[src/rtl/jtag_scan_master.sv]
// Host-side JTAG sequencer: drives registered TMS/TDI for reset, IR/DR scans and
// idle runs, mirrors the target TAP state and returns the captured TDO bits.
module jtag_scan_master #(
  parameter int IR_LEN = 4,
  parameter int DR_MAX = 32,
  parameter int LEN_W  = 6
) (
  input  logic              tck_i,
  input  logic              trst_ni,
  input  logic              cmdValid_i,
  output logic              cmdReady_o,
  input  logic [1:0]        cmdOp_i,
  input  logic [LEN_W-1:0]  cmdLen_i,
  input  logic [DR_MAX-1:0] cmdData_i,
  output logic              tms_o,
  output logic              tdi_o,
  input  logic              tdo_i,
  output logic              rspValid_o,
  output logic [DR_MAX-1:0] rspData_o,
  output logic [3:0]        tapState_o
);
  localparam int PW = LEN_W + 1;

  typedef enum logic [1:0] {OP_RESET = 2'b00, OP_IR = 2'b01, OP_DR = 2'b10, OP_IDLE = 2'b11} op_e;
  typedef enum logic [1:0] {ST_IDLE, ST_RUN, ST_DONE} state_e;
  typedef enum logic [3:0] {
    TLR = 4'h0, RTI, SEL_DR, CAP_DR, SHIFT_DR, EXIT1_DR, PAUSE_DR, EXIT2_DR,
    UPD_DR, SEL_IR, CAP_IR, SHIFT_IR, EXIT1_IR, PAUSE_IR, EXIT2_IR, UPD_IR
  } tap_e;

  typedef struct packed {
    logic          tms;
    logic          tdi;
    logic          shift;
    logic [PW-1:0] idx;
  } bit_t;

  state_e            state_q;
  tap_e              tapState_q, tapNext_d;
  op_e               op_q, cmdOp;
  logic              tms_q, tdi_q, cmdReady_q, rspValid_q, pre_q, pre_d;
  logic [PW-1:0]     n_q, last_q, pos_q, nLen_d, last_d;
  logic [DR_MAX-1:0] data_q, acc_q, rspData_q, capVec;
  bit_t              firstBit, curBit, nextBit;

  // Bit k of a command's TMS/TDI stream; position 0 is the TLR->RTI pre-step when present.
  function automatic bit_t seqBit(input op_e op, input logic pre, input logic [PW-1:0] n,
                                  input logic [DR_MAX-1:0] data, input logic [PW-1:0] k);
    bit_t              b;
    logic [PW-1:0]     kk, hd;
    logic [DR_MAX-1:0] sh;
    b  = '0;
    kk = k - PW'(pre);
    hd = (op == OP_IR) ? PW'(4) : PW'(3);
    sh = '0;
    if (pre && (k == '0)) begin
      b.tms = 1'b0;
    end else begin
      case (op)
        OP_RESET: b.tms = (kk < PW'(5));
        OP_IDLE:  b.tms = 1'b0;
        default: begin
          if (kk < hd) begin
            b.tms = (op == OP_IR) ? (kk < PW'(2)) : (kk == '0);
          end else if (kk < hd + n) begin
            b.shift = 1'b1;
            b.idx   = kk - hd;
            b.tms   = (b.idx == n - PW'(1));
            sh      = data >> b.idx;
            b.tdi   = sh[0];
          end else begin
            b.tms = (kk == hd + n);
          end
        end
      endcase
    end
    return b;
  endfunction

  function automatic tap_e tapStep(input tap_e s, input logic tms);
    tap_e n;
    n = s;
    case (s)
      TLR:      n = tms ? TLR      : RTI;
      RTI:      n = tms ? SEL_DR   : RTI;
      SEL_DR:   n = tms ? SEL_IR   : CAP_DR;
      CAP_DR:   n = tms ? EXIT1_DR : SHIFT_DR;
      SHIFT_DR: n = tms ? EXIT1_DR : SHIFT_DR;
      EXIT1_DR: n = tms ? UPD_DR   : PAUSE_DR;
      PAUSE_DR: n = tms ? EXIT2_DR : PAUSE_DR;
      EXIT2_DR: n = tms ? UPD_DR   : SHIFT_DR;
      UPD_DR:   n = tms ? SEL_DR   : RTI;
      SEL_IR:   n = tms ? TLR      : CAP_IR;
      CAP_IR:   n = tms ? EXIT1_IR : SHIFT_IR;
      SHIFT_IR: n = tms ? EXIT1_IR : SHIFT_IR;
      EXIT1_IR: n = tms ? UPD_IR   : PAUSE_IR;
      PAUSE_IR: n = tms ? EXIT2_IR : PAUSE_IR;
      EXIT2_IR: n = tms ? UPD_IR   : SHIFT_IR;
      UPD_IR:   n = tms ? SEL_DR   : RTI;
    endcase
    return n;
  endfunction

  always_comb begin
    cmdOp = op_e'(cmdOp_i);
    pre_d = (cmdOp != OP_RESET) && (tapState_q == TLR);
    if (cmdOp == OP_IR)                nLen_d = PW'(IR_LEN);
    else if (cmdLen_i == '0)           nLen_d = PW'(1);
    else if (int'(cmdLen_i) > DR_MAX)  nLen_d = PW'(DR_MAX);
    else                               nLen_d = PW'(cmdLen_i);
    case (cmdOp)
      OP_RESET: last_d = PW'(5);
      OP_IR:    last_d = nLen_d + PW'(5) + PW'(pre_d);
      OP_DR:    last_d = nLen_d + PW'(4) + PW'(pre_d);
      default:  last_d = nLen_d - PW'(1) + PW'(pre_d);
    endcase
    firstBit  = seqBit(cmdOp, pre_d, nLen_d, cmdData_i, '0);
    curBit    = seqBit(op_q, pre_q, n_q, data_q, pos_q);
    nextBit   = seqBit(op_q, pre_q, n_q, data_q, pos_q + PW'(1));
    capVec    = acc_q | (DR_MAX'(tdo_i) << curBit.idx);
    tapNext_d = tapStep(tapState_q, tms_q);
  end

  // Each edge consumes the bit already on TMS/TDI and loads the next one, so the
  // mirror and the target advance on the same value.
  always_ff @(posedge tck_i or negedge trst_ni) begin
    if (!trst_ni) begin
      state_q    <= ST_IDLE;
      tapState_q <= TLR;
      tms_q      <= 1'b1;
      tdi_q      <= 1'b0;
      cmdReady_q <= 1'b0;
      rspValid_q <= 1'b0;
      rspData_q  <= '0;
      op_q       <= OP_RESET;
      pre_q      <= 1'b0;
      n_q        <= '0;
      last_q     <= '0;
      pos_q      <= '0;
      data_q     <= '0;
      acc_q      <= '0;
    end else begin
      tapState_q <= tapNext_d;
      rspValid_q <= 1'b0;
      case (state_q)
        ST_IDLE: begin
          if (cmdValid_i && cmdReady_q) begin
            cmdReady_q <= 1'b0;
            op_q       <= cmdOp;
            pre_q      <= pre_d;
            n_q        <= nLen_d;
            last_q     <= last_d;
            data_q     <= cmdData_i;
            pos_q      <= '0;
            acc_q      <= '0;
            tms_q      <= firstBit.tms;
            tdi_q      <= firstBit.tdi;
            state_q    <= ST_RUN;
          end else begin
            cmdReady_q <= 1'b1;
          end
        end
        ST_RUN: begin
          if (curBit.shift) acc_q <= capVec;
          if (pos_q == last_q) begin
            rspValid_q <= 1'b1;
            rspData_q  <= curBit.shift ? capVec : acc_q;
            tms_q      <= 1'b0;
            tdi_q      <= 1'b0;
            state_q    <= ST_DONE;
          end else begin
            pos_q <= pos_q + PW'(1);
            tms_q <= nextBit.tms;
            tdi_q <= nextBit.tdi;
          end
        end
        default: begin
          cmdReady_q <= 1'b1;
          state_q    <= ST_IDLE;
        end
      endcase
    end
  end

  assign cmdReady_o = cmdReady_q;
  assign tms_o      = tms_q;
  assign tdi_o      = tdi_q;
  assign rspValid_o = rspValid_q;
  assign rspData_o  = rspData_q;
  assign tapState_o = tapState_q;

endmodule

[config.mk]
export PLATFORM = sky130hd
export DESIGN_NAME = jtag_scan_master
export DESIGN_NICKNAME = d
export VERILOG_FILES = /design/src/rtl/jtag_scan_master.sv
export SDC_FILE = /design/constraint.sdc
export NUM_CORES = 1
export LEC_CHECK = 0
export CAP_MARGIN = 30
export CORE_MARGIN = 2
export CORE_UTILIZATION = 55
export CTS_CLUSTER_DIAMETER = 150
export DETAILED_ROUTE_END_ITERATION = 6
export PLACE_DENSITY = 0.77
export SLEW_MARGIN = 20
export SYNTH_ARGS = -nofsm -noshare
export SYNTH_HDL_FRONTEND = slang
export SYNTH_SLANG_ARGS = --single-unit
[constraint.sdc]
create_clock -name tck_i -period 4.2 [get_ports tck_i]
set_clock_uncertainty 0.15 [all_clocks]
set_input_delay 0.84 -clock tck_i [delete_from_list [all_inputs] [get_ports tck_i]]
set_output_delay 0.84 -clock tck_i [all_outputs]
set_load 0.01 [all_outputs]
* Word level (Yosys, flattened, before mapping)
Cells that the tools add are included.
** Operators by class
- Mux-type cells :: 60
- Bitwise gates (word level) :: 1
- Add/subtract/negate cells :: 16
- Reduce and logical (&&, ||, !) cells :: 25
- $lt $le $gt $ge :: 11
- Shift operators :: 3
- Equality and inequality tests :: 29
** Operators by type and width (number)
- 9-bit two-way mux :: 8
- 32-bit two-way mux :: 2
- 32-bit case mux with 2 select lines :: 1
- 32-bit by 7-bit right shift with 1-bit output :: 2
- 4-bit case mux with 12 select lines :: 1
- 7-bit == test :: 5
- 4-bit == test (second input constant) :: 8
- 8-bit two-way mux :: 4
- 32-bit bitwise OR :: 1
- 1-bit by 7-bit left shift with 32-bit output :: 1
- 7-bit zero test :: 4
- 7-bit less-than comparator :: 4
- 7-bit by 1-bit adder with 7-bit output :: 3
- 7-bit two-way mux :: 3
- 7-bit case mux with 3 select lines :: 1
- 1-bit two-way mux :: 18
- 4-bit by 3-bit == test with 1-bit output (second input constant) :: 4
- 4-bit two-way mux :: 4
- 3-bit by 7-bit adder with 7-bit output :: 2
- 7-bit by 3-bit adder with 7-bit output (second input constant) :: 2
- 7-bit by 2-bit less-than comparator with 1-bit output (second input constant) :: 2
- 7-bit by 3-bit less-than comparator with 1-bit output :: 2
- 7-bit by 3-bit less-than comparator with 1-bit output (second input constant) :: 2
- 7-bit case mux with 2 select lines :: 1
- 27 further kinds :: 60
** Storage, ports and cells
- Register bits after elaboration :: 130
- Output and inout port bits :: 40
- Logic and storage cells :: 159
- Input bits :: 44

* Logic depth before layout (Yosys ltp)
Gate-level depths: netlist of the first run.
- Depth in word-level cells :: 12
- Mapped depth :: 19

* Least setup slack after synthesis of the first run
No wires, ideal clock.
- Path kind :: input to register
- Start point :: input cmdOp_i[1]
- End point :: register tms_q, in the netlist tms_o
- Stages on the path :: 18
- Setup time :: 0.077 ns
- Path slack :: -0.050 ns
- Buffers on the path :: 0
- Arrival time :: 4.023 ns
- Path through :: inv_1 > ha_1 > nor2_1 > o21ai_0 > inv_1 > ha_1 > mux2_2 > nand2_1 > o21ai_0 > ha_1 > nand2_1 > o21a_1 > a2111o_1 > a21oi_1 > a31oi_1 > a31oi_1 > o21ai_1 > a31oi_1
** Between the ends
- Elaborated cells on any way between the ends :: 25
- Those cells by class :: add/sub: 4; order compare: 4; eq/ne: 4; mux: 9; reduce/logical: 4
** RTL lines
- start: declaration :: RTL line 12 : input logic [1:0] cmdOp_i,
- 2-bit by 1-bit == test with 1-bit output (*) :: RTL line 107 : if (cmdOp == OP_IR) nLen_d = PW'(IR_LEN);
- 7-bit two-way mux (*) :: RTL line 107
- net nLen_d[0] :: RTL line 42 : logic [PW-1:0] n_q, last_q, pos_q, nLen_d, last_d;
- 3-bit by 7-bit adder with 7-bit output / 7-bit by 1-bit subtractor with 7-bit output (equally long branches) :: RTL line 65, 72, 68
- 7-bit less-than comparator, or another cell as far along :: RTL line 65 : end else if (kk < hd + n) begin
- 1-bit two-way mux (*) :: RTL line 65
- 1-bit two-way mux (*) :: RTL line 63 : if (kk < hd) begin
- 1-bit case mux with 2 select lines (*) :: RTL line 59 : case (op)
- 1-bit two-way mux (*) :: RTL line 56 : if (pre && (k == '0)) begin
- 1-bit two-way mux (*) :: RTL line 147 : if (cmdValid_i && cmdReady_q) begin
- 1-bit case mux with 2 select lines (*) :: RTL line 145 : case (state_q)
- end signal: assignment :: RTL line 156 : tms_q <= firstBit.tms;
- end signal: assignment :: RTL line 173 : tms_q <= nextBit.tms;
- end: declaration :: RTL line 41 : logic tms_q, tdi_q, cmdReady_q, rspValid_q, pre_q, pre_d;
The timed path passes the listed nets; every way through them passes the cells marked *. The select of a mux whose other input is x is not followed.
A chain may end at the register's enable or synchronous reset.

* Worst setup path in the final report of the first run
- Start point :: register op_q[1]
- End point :: register rspData_q[14], in the netlist rspData_o[14]
** Between the ends
- Cells in the longest elaborated chain, start to end :: 11
- Elaborated cells on any way between the ends :: 16
- Those cells by class :: add/sub: 2; order compare: 2; eq/ne: 2; shift: 1; mux: 6; bitwise: 1; reduce/logical: 2
** Ends and longest elaborated chain
- start: declaration :: RTL line 40 : op_e op_q, cmdOp;
- start signal: assignment :: RTL line 149 : op_q <= cmdOp;
- 2-bit by 1-bit == test with 1-bit output :: RTL line 54 : hd = (op == OP_IR) ? PW'(4) : PW'(3);
- 3-bit two-way mux :: RTL line 54
- 3-bit by 7-bit adder with 7-bit output :: RTL line 65
- 7-bit less-than comparator :: RTL line 65
- 8-bit two-way mux :: RTL line 65
- 8-bit two-way mux :: RTL line 63
- 8-bit two-way mux (*) :: RTL line 59
- 8-bit two-way mux (*) :: RTL line 56
- 1-bit by 7-bit left shift with 32-bit output :: RTL line 120 : capVec = acc_q | (DR_MAX'(tdo_i) << curBit.idx);
- 32-bit bitwise OR :: RTL line 120
- 32-bit two-way mux (*)
- end signal: assignment :: RTL line 167 : rspData_q <= curBit.shift ? capVec : acc_q;
- end: declaration :: RTL line 43 : logic [DR_MAX-1:0] data_q, acc_q, rspData_q, capVec;
Every way passes the cells marked *; elsewhere a longest branch is shown, timed or not.

==> impl_metrics.csv, run 1 <==
group,metric,value,unit
outcome,status,"completed",
placed_design,hpwl,14100,um
timing,slew_headroom,51.3,%
critical_path,critical_path_buf_inv_count,3,
final_layout,multiInputGateArea,4790,um2
critical_path,path_class,"reg -> reg",
final_layout,nets,1047,
critical_path,crit_fanout,8,
global_routing,antenna_found_initial,0,
yosys,synth-main-ff-cell,"dfrtp_1",
final_layout,final_common_cell,"dfrtp_1",
detailed_routing,drt-met1-wl,8490,um
yosys,synth-edff-count,0,
yosys,yosys-top-cells-area,"dfrtp_1 (39%), ha_1 (8.4%), mux2_2 (4.7%)",
detailed_routing,route.met3.wl,811,um
yosys,yosysUniqueCellTypes,75,
pwr,power,8.30,mW
detailed_routing,ant_nets,0,
critical_path,cp_data_arrival_time,4.25,ns
yosys,seq_area_frac_synth,38.9,%
cts,cts-root-buf,"clkbuf_16",
floorplanning,die_h,127,um
critical_path,crit_path_end_kind,"register",
placed_design,dpl_cell_area,9520,um2
global_routing,grtUsageTotal,25.3,%
floorplanning,start_util,56.7,%
detailed_routing,dr_total_vias,6711,
cts,clk_pin_slew,0.06,ns
cts,clock_path_buffers,2,
yosys,yosysWarnings,0,
yosys,synth_top_area_share,38.6,%
placed_design,portBuffers,83,
yosys,netlist_area,8310,um2
yosys,yosysTopAreaCell,"dfrtp_1",
flow_run,maxCapViolCount,0,
cts,numCtsBuffers,17,
final_layout,regArea,3230,um2
timing,rsz0062_at_grt,"true",
timing,period_needed,4.08,ns
detailed_routing,avgRoutedWirePerCell,17.1,um
detailed_routing,met2_length,9760,um
critical_path,crit_path_top_delay_cell,"dfrtp_1",
final_layout,area_growth,22.7,%
final_layout,fin_area,10200,um2
cts,cts_num_sinks,129,
detailed_routing,drc,0,
final_layout,final_cell_mix,"dfrtp_1 (127), nand2_1 (91), clkdlybuf4s50_1 (82)",
timing,hold_slack,0.287,ns
critical_path,r2r_setup_slack,0.12,ns
critical_path,critPathRequiredTime,4.37,ns
hold_path,hold_class,"in -> async",
yosys,syn_inst,842,
timing,tightest_slew,0.729,ns
cts,h-tree-depth,4,
final_layout,fin_cells,1141,
global_routing,overflow,0,
detailed_routing,routed_wl,19500,um
pwr,power_density,815,nW/um2
timing,drv_slew,0,
detailed_routing,drt_iter0_drc,486,
global_routing,grt_pass1_vias,6756,
critical_path,startpoint_type,"register",
critical_path,crit_family,"simple AND/OR/NAND/NOR gates",
critical_path,path_cells,"inv_1, ha_1, inv_1, ha_1, inv_1, fa_1, nor2b_1, o2111ai_1, ha_1, nand2b_1, a41o_1, a211oi_1, a21oi_1, or2_4, nor4b_4, nand2_2, o21ai_0",
pwr,ir_drop,0.000525,V
cts,insertion_delay,0.43,ns
detailed_routing,detail_route.first_pass.iterations,5,
timing,setup_viol,0,
yosys,synth_seq_cells,129,
detailed_routing,viasPerCell,5.88,
placed_design,dpl.cell_count,1109,
cts,cts_hold_buf,0,
final_layout,num_antenna_cells,0,
timing,hold_viol_final,0,
placed_design,gp_congestion,0.919,
timing,clock.fmax,245,MHz
global_routing,grt_pass1_wl,32800,um
final_layout,nFillCells,1109,
cts,cts_tree,"yes",
floorplanning,fp.coreArea,14600,um2
timing,fin_crit_sh,97.2,%
final_layout,final_util,69.6,%
floorplanning,std_cell_rows,44,
floorplanning,die_area,16100,um2
yosys,avgSynthCellArea,9.87,um2
yosys,syn-num-nets,945,
yosys,synth-async-reset-ratio,100,%
global_routing,grt_max_degree,51,
pwr,leakage,4.40,nW
final_layout,final_layout_size_suffix_gt1_share,16.9,%
critical_path,slowest_delay,0.40,ns
detailed_routing,maxUsedRoutingLayer,"met4",
floorplanning,ios,84,
floorplanning,die_x,127,um
==> final cells by class <==
type | instances | share of cell area (%)
well taps | 184 | 2.26
multi-input cells | 630 | 47.0
inverters | 38 | 1.40
flip-flops and latches | 129 | 31.7
clock inverters | 14 | 1.88
clock buffers | 18 | 4.31
repair buffers | 128 | 11.4
==> synth_stat cells (3+ instances only) <==
cell type / instances
mux2_2: 35
dfrtp_1: 128
fa_1: 3
xor2_1: 14
o22ai_1: 4
nor4_1: 6
buf_1: 3
or2_1: 4
a31oi_1: 10
ha_1: 56
nand2b_1: 6
mux2i_1: 34
and2_1: 5
or3_1: 4
nor2_1: 31
nand3_2: 3
a311oi_1: 4
nor3_1: 17
nor2b_1: 7
a211oi_1: 10
o21ai_0: 60
a21o_1: 7
nand4_1: 8
mux4_2: 15
o21ai_1: 46
o21a_1: 9
nand3_1: 21
xnor2_1: 34
o31ai_1: 3
and3_1: 8
nand2_1: 93
inv_1: 36
xnor2_2: 3
clkbuf_1: 26
a21oi_1: 29
buf_2: 12
==> per-layer routing <==
layer | vias to the layer above | GRT usage, %
met2 | 174 | 43.5
met5 | - | 0
met1 | 3257 | 32.0
met3 | 40 | 4.60
li1 | 3240 | -
met4 | 0 | 9.37
==> per-stage QoR <==
| step | worst slack [ns] | TNS (ns) |
|---|---|---|
| after floorplan | 0.129 | 0 |
| after global placement | -0.0767 | -0.0767 |
| after detailed placement | -0.219 | -0.287 |
| after CTS | 0.0267 | 0 |
| after global routing | -0.0717 | -0.337 |
| final | 0.117 | 0 |
==> timing repair <==
action | 4_1_cts | 5_1_grt
endpoints found under the setup margin | 0 | 21
setup buffers | 0 | 0
gates resized for setup | 0 | 11
==> state kept, by name, summed over array words and instances, names as in the netlist <==
| register | count |
|---|---|
| acc_q | 32 |
| cmdReady_o | 1 |
| data_q | 32 |
| last_q | 7 |
| n_q | 6 |
| op_q | 2 |
| pos_q | 7 |
| pre_q | 1 |
| rspData_o | 32 |
| rspValid_o | 1 |
| state_q | 2 |
| tapState_o | 4 |
| tdi_o | 1 |
| tms_o | 1 |
==> worst register-to-register path: stages (launching register included) <==
cell and delay [ns]:
dfrtp_1 0.40, inv_1 0.09, ha_1 0.22, inv_1 0.08
ha_1 0.16, inv_1 0.05, fa_1 0.39, nor2b_1 0.17
o2111ai_1 0.18, ha_1 0.23, nand2b_1 0.13, a41o_1 0.22
a211oi_1 0.17, a21oi_1 0.18, or2_4 0.32, nor4b_4 0.34
nand2_2 0.20, o21ai_0 0.30
==> power by group <==
group	internal (mW)	leakage [nW]	switching, mW
Clock	0.971	0.304	0.602
Sequential	1.59	1.69	0.334
Combinational	2.25	2.40	2.56
==> logic make-up (layout without fill, tap and decap cells) <==
logic type / Yosys count / after routing / synth area share, %
other: 1 / 1 / 0.0451
and+or+nand+nor: 230 / 230 / 14.0
adders and majority gates: 59 / 59 / 9.16
AOI/OAI and AO/OA: 201 / 201 / 14.3
DFF: 129 / 129 / 38.9
muxes: 85 / 85 / 13.0
xor gates and xnor gates: 54 / 54 / 6.37
buffers and inverters: 83 / 198 / 4.20
==> path summary, 6_finish.rpt <==
check	cells after the start	to	startpoint
max	17	rspData_o[14]	op_q[1]
min	1	rspData_o[26]	trst_ni
min in group tck_i	2	acc_q[4]	acc_q[4]
min reg2reg	2	acc_q[4]	acc_q[4]
max in group asynchronous	2	pos_q[1]	trst_ni
max reg2reg	17	rspData_o[14]	op_q[1]
Note: power is estimated with default switching activity, not from simulation.
==> inputs of run 2 (changes only) <==
--- a/config.mk
+++ b/config.mk
@@ -11,7 +11,6 @@
 export CTS_CLUSTER_DIAMETER = 150
 export DETAILED_ROUTE_END_ITERATION = 6
 export PLACE_DENSITY = 0.77
-export SLEW_MARGIN = 20
 export SYNTH_ARGS = -nofsm -noshare
 export SYNTH_HDL_FRONTEND = slang
 export SYNTH_SLANG_ARGS = --single-unit
==> results of run 2 <==
Final layout, timing and power as in run 1 (identical DEF).
==> inputs of run 3 (changes only) <==
--- a/config.mk
+++ b/config.mk
@@ -11,6 +11,7 @@
 export CTS_CLUSTER_DIAMETER = 150
 export DETAILED_ROUTE_END_ITERATION = 6
 export PLACE_DENSITY = 0.77
+export SLEW_MARGIN = 0
 export SYNTH_ARGS = -nofsm -noshare
 export SYNTH_HDL_FRONTEND = slang
 export SYNTH_SLANG_ARGS = --single-unit
==> constraint.sdc (replaced) <==
create_clock -name tck_i -period 4.8 [get_ports tck_i]
set_clock_uncertainty 0.15 [all_clocks]
set_input_delay 0.96 -clock tck_i [delete_from_list [all_inputs] [get_ports tck_i]]
set_output_delay 0.96 -clock tck_i [all_outputs]
set_load 0.01 [all_outputs]
==> run 3 against run 2 <==
First-iteration DRC count fell by 0.82%. Worst hold slack improved by 0.045 ns. Worst setup slack gained 0.42 ns. Cell area down 2.8%. Flip-flop and latch count did not move. Total power fell by 15%. Sequential power decreased by 12%. Combinational power shrank 15%. Routed wire length decreased by 1.7%. Non-clock buffer count shrank 27. Die area did not move. Critical path depth up 3. Critical endpoint is now tms_o. Largest cell class unchanged.
==> impl_metrics.csv, run 3 (same netlist as run 1, synthesis figures left out) <==
group,metric,value,unit
cts,cts_tree,"yes",
cts,cts_num_sinks,129,
critical_path,critPathRequiredTime,4.99,ns
placed_design,dp_slack,0.0601,ns
floorplanning,std_cell_rows,44,
critical_path,slowest_delay,0.45,ns
placed_design,gp_congestion,0.927,
floorplanning,die_x,127,um
final_layout,area_growth,19.3,%
floorplanning,fp.coreArea,14600,um2
critical_path,crit_fanout,5,
timing,setup_viol,0,
timing,period_needed,4.27,ns
final_layout,final_util,67.7,%
critical_path,path_cells,"clkdlybuf4s50_1, inv_1, ha_1, nor2_1, o21ai_0, inv_1, ha_1, o21a_1, o21ai_0, xnor2_1, nand2_1, ha_1, a21o_1, a21oi_1, o2111ai_1, nor4_2, a31oi_1, a31oi_1, o21ai_1, a31oi_1",
pwr,leakage,4.22,nW
cts,cts_resized,0,
final_layout,nets,1020,
final_layout,final_layout_size_suffix_gt1_share,13.3,%
flow_run,maxCapViolCount,0,
critical_path,cp_data_arrival_time,4.46,ns
detailed_routing,avgRoutedWirePerCell,17.3,um
global_routing,grtUsageTotal,24.9,%
placed_design,portBuffers,83,
final_layout,num_antenna_cells,0,
timing,hold_viol_final,0,
final_layout,final_cell_mix,"dfrtp_1 (128), nand2_1 (93), clkdlybuf4s50_1 (82)",
detailed_routing,dr_total_vias,6694,
critical_path,startpoint_type,"input pin",
detailed_routing,ant_nets,0,
floorplanning,start_util,56.7,%
cts,post-cts-setup-buffer-count,0,
critical_path,path_class,"in -> reg",
timing,setup_slack,0.533,ns
global_routing,overflow,0,
timing,rsz0062_at_grt,"false",
critical_path,crit_path_top_delay_cell,"clkdlybuf4s50_1",
outcome,status,"completed",
final_layout,multiInputGateArea,4750,um2
global_routing,grt_max_degree,73,
global_routing,antenna_found_initial,0,
cts,h-tree-depth,4,
final_layout,regArea,3230,um2
critical_path,crit_path_end_kind,"register",
cts,clk_pin_slew,0.06,ns
final_layout,final_common_cell,"dfrtp_1",
global_routing,grt_pass1_vias,6609,
final_layout,nFillCells,1159,
cts,cts_hold_buf,0,
critical_path,reg2reg_from,"op_q[1]",
timing,tightest_slew,0.735,ns
timing,fin_crit_sh,88.9,%
timing,drv_slew,0,
cts,numCtsBuffers,17,
hold_path,hold_class,"reg -> reg",
cts,clock_path_buffers,2,
detailed_routing,routed_wl,19200,um
cts,cts-root-buf,"clkbuf_16",
timing,slew_headroom,51.0,%
floorplanning,die_area,16100,um2
floorplanning,die_h,127,um
cts,insertion_delay,0.42,ns
global_routing,grt_pass1_wl,32200,um
critical_path,startpoint,"cmdOp_i[1]",
placed_design,hpwl,14000,um
detailed_routing,drc,0,
pwr,ir_drop,0.000370,V
detailed_routing,viasPerCell,6.01,
detailed_routing,drt_iter0_drc,482,
timing,fin_tns_setup,0,ns
detailed_routing,detail_route.first_pass.iterations,5,
pwr,power_density,710,nW/um2
timing,clock.fmax,234,MHz
hold_path,hold_start,"acc_q[26]",
floorplanning,ios,84,
[run 3: cell type report]
| class | instances | area share [%] |
|---|---|---|
| timing repair buffer | 101 | 9.85 |
| multi-input combinational | 630 | 48.0 |
| tap | 184 | 2.32 |
| clock inverter | 12 | 1.35 |
| inverter | 38 | 1.44 |
| clock buffer | 19 | 4.47 |
| sequential | 129 | 32.6 |
[run 3: worst paths after layout]
| check | end | slack [ns] | cells past startpoint |
|---|---|---|---|
| worst max-delay path | tms_o | 0.53 | 20 |
| worst min-delay path | acc_q[26] | 0.33 | 2 |
| worst max register to register | rspData_o[6] | 0.62 | 17 |
| worst min register to register | acc_q[26] | 0.33 | 2 |
| max in group asynchronous | tms_o | 3.20 | 2 |
| min in group asynchronous | rspData_o[27] | 0.44 | 1 |
[run 3: metal layers]
metal  up-vias  wire (um)  global-route usage, %
met4         0        431                   8.66
met5         -          0                      0
met3        52        922                   5.02
met2       215       9540                   41.9
li1       3170          -                      -
met1      3257       8320                   32.2
[run 3: where the power goes]
| part | total, mW | leakage, nW | switching [mW] | internal, mW |
|---|---|---|---|---|
| Sequential | 1.69 | 1.69 | 0.304 | 1.39 |
| Clock | 1.26 | 0.268 | 0.486 | 0.775 |
| Combinational | 4.08 | 2.26 | 2.19 | 1.89 |
| Total | 7.03 | 4.22 | 2.98 | 4.05 |
[run 3: worst max-delay path: cells and delay by family]
kind	cells	cell delay (ns)
xor+xnor	1	0.15
simple gates	3	0.49
compound gates	10	1.56
fa+ha+maj	3	0.60
buf+inv	3	0.71
[run 3: stage by stage]
stage	power [mW]	instances	hold slack, ns	area (um2)
2_1_floorplan	4.80	842	0.300	8310
3_3_place_gp	5.64	1082	0.313	9330
3_5_place_dp	5.73	1082	0.323	9330
4_1_cts	7.04	1113	0.336	9900
5_1_grt	7.56	1113	0.361	9910
6_report	7.03	1113	0.332	9910
